<file path="src/rtl/hc16x_counter.sv">
// ---------------------------------------------------------------------------
// hc16x_counter
//   Parametrised '161/'163-style synchronous counter: configurable width,
//   programmable modulus, up/down direction, parallel load, cascadable
//   ripple-carry output (RCO) and a registered terminal-count pulse (TC_Q).
//
//   Build option:
//     HC_CNT_SCLR_EN  defined   -> nSCLR port exists, synchronous clear with
//                                  highest priority ('163 behaviour).
//     HC_CNT_SCLR_EN  undefined -> no nSCLR port; only sys_rst_n clears
//                                  ('161 behaviour).
// ---------------------------------------------------------------------------
module hc16x_counter #(
    parameter int WIDTH     = 4,
    parameter int MODULUS   = 2**WIDTH,
    parameter int RESET_VAL = 0
) (
    input  logic             sys_clk,
    input  logic             sys_rst_n,
`ifdef HC_CNT_SCLR_EN
    input  logic             nSCLR,
`endif
    input  logic             nLOAD,
    input  logic             ENT,
    input  logic             ENP,
    input  logic             UP,
    input  logic [WIDTH-1:0] DATA,
    output logic [WIDTH-1:0] Q,
    output logic             RCO,
    output logic             TC_Q
);

    // -----------------------------------------------------------------------
    // Parameter legality: bad configurations stop elaboration outright.
    // -----------------------------------------------------------------------
    if (WIDTH < 1 || WIDTH > 16) begin : g_bad_width
        $error("hc16x_counter: WIDTH must be within 1..16");
    end

    if (MODULUS < 2 || MODULUS > 2**WIDTH) begin : g_bad_modulus
        $error("hc16x_counter: MODULUS must be within 2..2**WIDTH");
    end

    if (RESET_VAL < 0 || RESET_VAL >= MODULUS) begin : g_bad_reset_val
        $error("hc16x_counter: RESET_VAL must be below MODULUS");
    end

    // Highest count state and the reset image, both at the counter width.
    localparam logic [WIDTH-1:0] LAST  = WIDTH'(MODULUS - 1);
    localparam logic [WIDTH-1:0] RST_Q = WIDTH'(RESET_VAL);
    localparam logic [WIDTH-1:0] ONE   = WIDTH'(1);

    // -----------------------------------------------------------------------
    // Request decoding
    // -----------------------------------------------------------------------
    logic             sclr_req;    // synchronous clear requested this edge
    logic             load_req;    // parallel load requested this edge
    logic             count_en;    // both count enables asserted
    logic             at_top;      // Q sits on MODULUS-1
    logic             at_bottom;   // Q sits on zero
    logic             term;        // terminal state for the current direction
    logic [WIDTH-1:0] step_up;     // successor when counting up
    logic [WIDTH-1:0] step_dn;     // successor when counting down
    logic [WIDTH-1:0] q_nxt;
    logic             tc_nxt;

`ifdef HC_CNT_SCLR_EN
    assign sclr_req = ~nSCLR;
`else
    assign sclr_req = 1'b0;
`endif

    assign load_req  = ~nLOAD;
    assign count_en  = ENT & ENP;
    assign at_top    = (Q == LAST);
    assign at_bottom = (Q == '0);

    // The terminal state depends on direction only; an out-of-range Q is
    // never terminal, so it never raises RCO or TC_Q.
    assign term = UP ? at_top : at_bottom;

    // Counting up: anything at or beyond the last state wraps to zero, which
    // also pulls an out-of-range loaded value back into the count range.
    assign step_up = (Q >= LAST) ? '0 : Q + ONE;

    // Counting down: zero wraps to the last state; an out-of-range value
    // simply decrements until it re-enters the range.
    assign step_dn = at_bottom ? LAST : Q - ONE;

    // Ripple carry is combinational so a following stage sees it in the same
    // cycle through its ENT input; ENP and nLOAD deliberately do not gate it.
    assign RCO = ENT & term;

    // -----------------------------------------------------------------------
    // Next-state selection: clear > load > count > hold.
    // -----------------------------------------------------------------------
    always_comb begin
        // NOTE: every output of this block gets a default before any branch so
        // no path leaves a variable unassigned, which would infer a latch.
        q_nxt  = Q;
        tc_nxt = 1'b0;
        if (sclr_req) begin
            q_nxt = '0;
        end else if (load_req) begin
            q_nxt = DATA;
        end else if (count_en) begin
            q_nxt  = UP ? step_up : step_dn;
            tc_nxt = term;
        end
    end

    // -----------------------------------------------------------------------
    // State register with asynchronous reset to RESET_VAL.
    // -----------------------------------------------------------------------
    always_ff @(posedge sys_clk or negedge sys_rst_n) begin
        // NOTE: registers are written with non-blocking assignments so every
        // flop samples the pre-edge values regardless of statement order.
        if (!sys_rst_n) begin
            Q    <= RST_Q;
            TC_Q <= 1'b0;
        end else begin
            Q    <= q_nxt;
            TC_Q <= tc_nxt;
        end
    end

endmodule
</file>
<file path="config.mk">
export PLATFORM = sky130hd
export DESIGN_NAME = hc16x_counter
export DESIGN_NICKNAME = d
export VERILOG_FILES = /design/src/rtl/hc16x_counter.sv
export SDC_FILE = /design/constraint.sdc
export NUM_CORES = 1
export LEC_CHECK = 0
export CAP_MARGIN = 20
export CORE_AREA = 2 2 39 41
export CTS_CLUSTER_DIAMETER = 120
export DETAILED_ROUTE_END_ITERATION = 12
export DIE_AREA = 0 0 41 43
export MAX_ROUTING_LAYER = met4
export PLACE_DENSITY = 0.58
export SKIP_LAST_GASP = 1
export SYNTH_ARGS = -nofsm -noshare
export SYNTH_HDL_FRONTEND = slang
export SYNTH_SLANG_ARGS = --single-unit
</file>
<file path="constraint.sdc">
create_clock -name sys_clk -period 3.3 [get_ports sys_clk]
set_input_delay 0.99 -clock sys_clk [delete_from_list [all_inputs] [get_ports sys_clk]]
set_output_delay 0.99 -clock sys_clk [all_outputs]
set_load 0.05 [all_outputs]
</file>
==> run summary, run 1 <==
Status - complete, no violations
Worst EP required - 2310 ps
Slew @ Worst Pin - 495 ps
Initial DRC count - 5
CP max FO - 2
H-tree depth - 1
Register bit total from synthesis - 5
Area growth syn-to-layout - 60.5%
Routed len/inst - 10.3 um
CTS Buf Count - 3
Initial Util - 25.4%
Final setup violation count - 0
Min Tclk post-route - 3150 ps
# nets final - 75
Cell count along the critical path - 6
Final Util - 40.8%
Io pins - 16
Main combinational cell family by area after synthesis - compound AO/OA/AOI/OAI gates
TNS Setup - 0 ps
Post-synthesis xor/xnor area fraction - 7.47%
Crit Path Class - input port to output pin
CP Buf/Inv Count - 2
Yosys warns - 0
Tcrit/Tclk final - 95.6%
Reg-to-reg endpoint - Q[3]
# rows - 14
CTS Sinks - 5
Adder-cell share of the synthesized area - 7.12%
Final hold violation count - 0
Clk_lat worst skew - 240 ps
First-pass GRT wire length - 1290 um
Diodes inserted - 0
Slew headroom - 66.9%
Reg2reg setup slack - 1750 ps
Fmax achieved - 317 MHz
Max-slew violations - 0
Crit-path max cell delay - 430 ps
GR Overflow Total - 0
Syn_nets - 55
Maxcap violations - 0
Worst-path cell chain - clkdlybuf4s50_1, nand2b_1, nor3_1, a41oi_1, nor2b_2, buf_12
Largest delay contributor family on the critical path - buffers and inverters
Fillers - 143
Crit path to - RCO
Largest net degree at the start of global routing - 11
Static Leak - 0.240 nW
Vias in the first global route - 325
Maximum VDD drop - 147 uV
R2r worst-path depth - 6
Gp weighted congestion - 0.633
DR vias - 373
Initial antenna violation count - 0
Core area - 0.00138 mm^2
Die Span X - 41 um
Ratio of cells with drive above 1 in the final layout - 9.68%
Min-Delay Path Class - register to register
RSZ-0062 raised after global routing - false
Unique masters post-synth - 22
Fin cells - 78
DR vias/cell - 4.78
Placed cell count - 74
Simple-gate area share of the yosys netlist - 19.6%
First drt pass iteration count - 4
Root buf cell - clkbuf_4
Antenna Nets Post-Route - 0
CTS tree - built
Post-synthesis instance area - 352 um^2
Final wirelength - 804 um
Max Root-Sink Buffers - 2
Residual DRC count - 0
WP data arrival - 2160 ps
Multiplexer share of the synthesized area - 0%
Share of the yosys chip area belonging to registers - 35.6%
HPWL Detailed - 621 um
Cells after Synth - 43
Critical path endpoint category - output pin
PortBufs - 15
Die height - 43 um
Synth Area in Compound Gates - 24.9%
Area of the multi-input gates - 210 um^2
Clk_skew - 0.791 ps
FF/Latch Area - 125 um^2
Commonest non-fill, non-tap cell in the layout - clkdlybuf4s50_1
# Post-CTS Setup Buffers - 0
Synthesized area per cell - 8.18 um^2
Reg2reg start - Q[0]
Die Area - 0.00176 mm^2
Worst Setup SP - UP
Most frequent cells in the layout - 14 x clkdlybuf4s50_1, 7 x a21oi_1, 6 x nor2_1, 5 x dfrtp_1, 4 x inv_1
CP max stage cell - clkdlybuf4s50_1
Power per cell area - 415 mW/mm^2
GRT Util Overall - 11.6%
Worst-path clk slew - 40 ps
Startpoint Class - input port
[worst reg2reg max path, delay by kind of cell (launching register included)]
family / cells / cell delay, ps
flip-flops: 1 / 450
AO/OA/AOI/OAI: 4 / 670
buffers and inverters: 1 / 110
adder cells (fa/ha/maj): 1 / 210
[how the worst min path moves through the flow]
stage	from	end	depth (start not counted)	slack, ps
after detailed placement	Q[2]	Q[2]	2	690
final	Q[2]	Q[2]	2	700
after global placement	Q[2]	Q[2]	2	690
after global routing	Q[2]	Q[2]	2	750
after floorplan	sys_rst_n	Q[0]	0	690
after CTS	Q[2]	Q[2]	2	710
[what timing repair did]
action	CTS	global route
hold buffers	0	0
endpoints found under the hold margin	0	0
gates resized for setup	0	1
setup endpoints to repair	0	1
[power by group]
| part | switching, mW | leakage, nW | internal [mW] |
|---|---|---|---|
| combinational | 0.0481 | 0.166 | 0.0390 |
| clock | 0.0231 | 0.0150 | 0.0456 |
| sequential | 0.0110 | 0.0588 | 0.0674 |
| total | 0.0822 | 0.240 | 0.152 |
[cell type report]
type / count / share of cell area (%)
sequential: 5 / 22.2
tap: 16 / 3.55
timing repair buffer: 16 / 29.7
clock buffer: 4 / 4.66
multi-input combinational: 33 / 37.3
inverter: 4 / 2.66
[through the flow]
stage | hold WS (ps) | setup slack [ps] | total power, mW | area, um^2
floorplan | 694 | 255 | 0.132 | 352
global placement | 687 | 129 | 0.166 | 536
detailed placement | 692 | 105 | 0.167 | 536
CTS | 707 | 95.9 | 0.239 | 562
global route | 749 | 38.1 | 0.250 | 564
finish | 698 | 146 | 0.234 | 564
[cells by family after synthesis]
| group | Yosys count |
|---|---|
| adder cells (fa/ha/maj) | 2 |
| buffers and inverters | 5 |
| XOR/XNOR | 3 |
| AO/OA/AOI/OAI | 14 |
| flip-flops | 5 |
| AND/OR/NAND/NOR | 14 |
[synth_stat cells]
library cell / instances / area, um^2
nor2_1: 6 / 22.5
xor2_1: 1 / 8.76
a21boi_1: 1 / 7.51
nand4_1: 1 / 6.26
inv_1: 4 / 15.0
nand2_1: 2 / 7.51
nor3_1: 1 / 5.00
ha_1: 2 / 25.0
nand2b_1: 1 / 6.26
a31oi_1: 1 / 6.26
o31a_1: 1 / 8.76
dfrtp_1: 5 / 125
a311oi_1: 1 / 8.76
nand3_1: 1 / 5.00
nor2b_1: 1 / 6.26
clkbuf_1: 1 / 3.75
xnor2_1: 2 / 17.5
a41oi_1: 1 / 8.76
and4b_1: 1 / 10.0
o21bai_1: 1 / 7.51
a21oi_1: 7 / 35.0
o21ai_1: 1 / 5.00
[flip-flops by register name (all words and copies together), names as in the netlist]
name  count
Q         4
TC_Q      1
[per-layer routing]
metal	GRT usage, %	vias to the layer above	share of wire [%]
met5	-	-	0
met4	12.0	0	1.1
met3	1.57	2	6.2
met2	13.8	10	46
met1	15.5	171	46
li1	-	190	-
(Power assumes the default switching activity.)
==> inputs of run 2 (changes only) <==
==> constraint.sdc (replaced) <==
create_clock -name sys_clk -period 3.2 [get_ports sys_clk]
set_input_delay 0.96 -clock sys_clk [delete_from_list [all_inputs] [get_ports sys_clk]]
set_output_delay 0.96 -clock sys_clk [all_outputs]
set_load 0.05 [all_outputs]
==> run 2 against run 1 <==
Compared with the run above: power is 3.3% higher; sequential power grew 4.2%; utilization increased by 0.18 points; worst setup slack lost 59 ps; sequential share of layout area shrank 0.098 points; largest power group unchanged; highest routed layer is now met3.
==> run summary, run 2 (same netlist as run 1, synthesis figures left out) <==
Crit path to - RCO
WP data arrival - 2150 ps
Max FFs per register - 4
Die Area - 0.00176 mm^2
Reg2reg setup slack - 1640 ps
Clk_lat worst skew - 230 ps
Startpoint Class - input port
Max-slew violations - 0
Root buf cell - clkbuf_4
Ratio of cells with drive above 1 in the final layout - 9.68%
First drt pass iteration count - 2
GRT Util Overall - 11.9%
TNS Setup - 0 ps
Slew headroom - 67.3%
Tcrit/Tclk final - 97.3%
Reg-to-reg endpoint - Q[3]
Reg2reg start - Q[0]
First-pass GRT wire length - 1410 um
Routed len/inst - 10.7 um
R2r worst-path depth - 6
H-tree depth - 1
GR Overflow Total - 0
Worst EP required - 2240 ps
Crit Path Class - input port to output pin
Critical path endpoint category - output pin
Final Instance Area - 567 um^2
PortBufs - 15
DR vias - 372
RSZ-0062 raised after global routing - false
Static Leak - 0.239 nW
Largest registers - Q (4), TC_Q (1)
Most frequent cells in the layout - 14 x clkdlybuf4s50_1, 7 x a21oi_1, 6 x nor2_1, 5 x dfrtp_1, 4 x inv_1
# rows - 14
Io pins - 16
HPWL Detailed - 662 um
Final wirelength - 833 um
Die height - 43 um
Gp weighted congestion - 0.711
Die Span X - 41 um
# nets final - 75
Final setup violation count - 0
Min-Delay Path Class - register to register
Top reg by flops - Q
CTS Sinks - 5
Final hold violation count - 0
Initial Util - 25.4%
Residual DRC count - 0
Largest net degree at the start of global routing - 11
CP max FO - 2
Fmax achieved - 321 MHz
DR vias/cell - 4.77
Power per cell area - 427 mW/mm^2
Initial DRC count - 1
CTS tree - built
Slew @ Worst Pin - 489 ps
Commonest non-fill, non-tap cell in the layout - clkdlybuf4s50_1
Area growth syn-to-layout - 61.2%
Maxcap violations - 0
Vias in the first global route - 379
Area after DPL - 536 um^2
Diodes inserted - 0
Status - complete, no violations
Worst-path clk slew - 40 ps
Min Tclk post-route - 3110 ps
Clk_skew - 0.279 ps
Max Root-Sink Buffers - 2
Initial antenna violation count - 0
Core area - 0.00138 mm^2
CTS Buf Count - 3
Maximum VDD drop - 158 uV
Antenna Nets Post-Route - 0
Worst Setup SP - UP
[run 2: worst max-delay path, cell delays in order]
cell	delay (ps)
clkdlybuf4s50_1	420
nand2b_1	180
nor3_2	120
a41oi_1	70
nor2b_1	230
buf_12	170
[run 2: through the flow]
step | power, mW | hold WS (ps) | util (%) | instances | setup WS [ps]
final | 0.242 | 717 | 41.0 | 78 | 87.1
after CTS | 0.245 | 710 | 40.6 | 78 | 53.4
after floorplan | 0.136 | 664 | - | 43 | 215
after detailed placement | 0.172 | 699 | 38.7 | 74 | 69.6
after global routing | 0.256 | 760 | 41.0 | 78 | 36.4
after global placement | 0.172 | 695 | 38.7 | 74 | 100
[run 2: final cells by class]
cell class,instances,area (um^2)
tap,16,20.0
clock buffer,4,26.3
sequential,5,125
fill,158,817
multi-input combinational,33,213
timing repair buffer,16,168
inverter,4,15.0
[run 2: worst min path at each step]
stage	from	to	slack, ps	depth (start not counted)
2_1_floorplan	sys_rst_n	Q[0]	660	0
3_3_place_gp	Q[2]	Q[2]	700	2
3_5_place_dp	Q[2]	Q[2]	700	2
4_1_cts	Q[2]	Q[2]	710	2
5_1_grt	Q[2]	Q[2]	760	2
6_report	Q[1]	Q[1]	720	2
[run 2: repair_timing]
| action | CTS | global route |
|---|---|---|
| hold endpoints to repair | 0 | 0 |
| hold buffers | 0 | 0 |
| buffers inserted | 0 | 0 |
| setup endpoints to repair | 0 | 1 |
| gates resized for setup | 0 | 1 |
[run 2: power by group]
group	internal [mW]	total (mW)	switching, mW	leakage, nW
logic	0.0403	0.0904	0.0500	0.166
clock network	0.0470	0.0701	0.0231	0.0150
registers	0.0695	0.0817	0.0122	0.0588
total	0.157	0.242	0.0853	0.239
[run 2: metal layers]
metal  track usage [%]  vias to the layer above  part of all wire, %
li1                  -                      192                    -
met1              13.5                      174                   43
met2              18.4                        6                   53
met3              1.57                        0                  3.7
met4              8.00                        0                    0
met5                 -                        -                    0
==> inputs of run 3 (changes only) <==
--- a/config.mk
+++ b/config.mk
@@ -13,6 +13,7 @@
 export MAX_ROUTING_LAYER = met4
 export PLACE_DENSITY = 0.58
 export SKIP_LAST_GASP = 1
+export SLEW_MARGIN = 10
 export SYNTH_ARGS = -nofsm -noshare
 export SYNTH_HDL_FRONTEND = slang
 export SYNTH_SLANG_ARGS = --single-unit
==> results of run 3 <==
No change in the layout: final DEF, timing and power equal those of run 2.
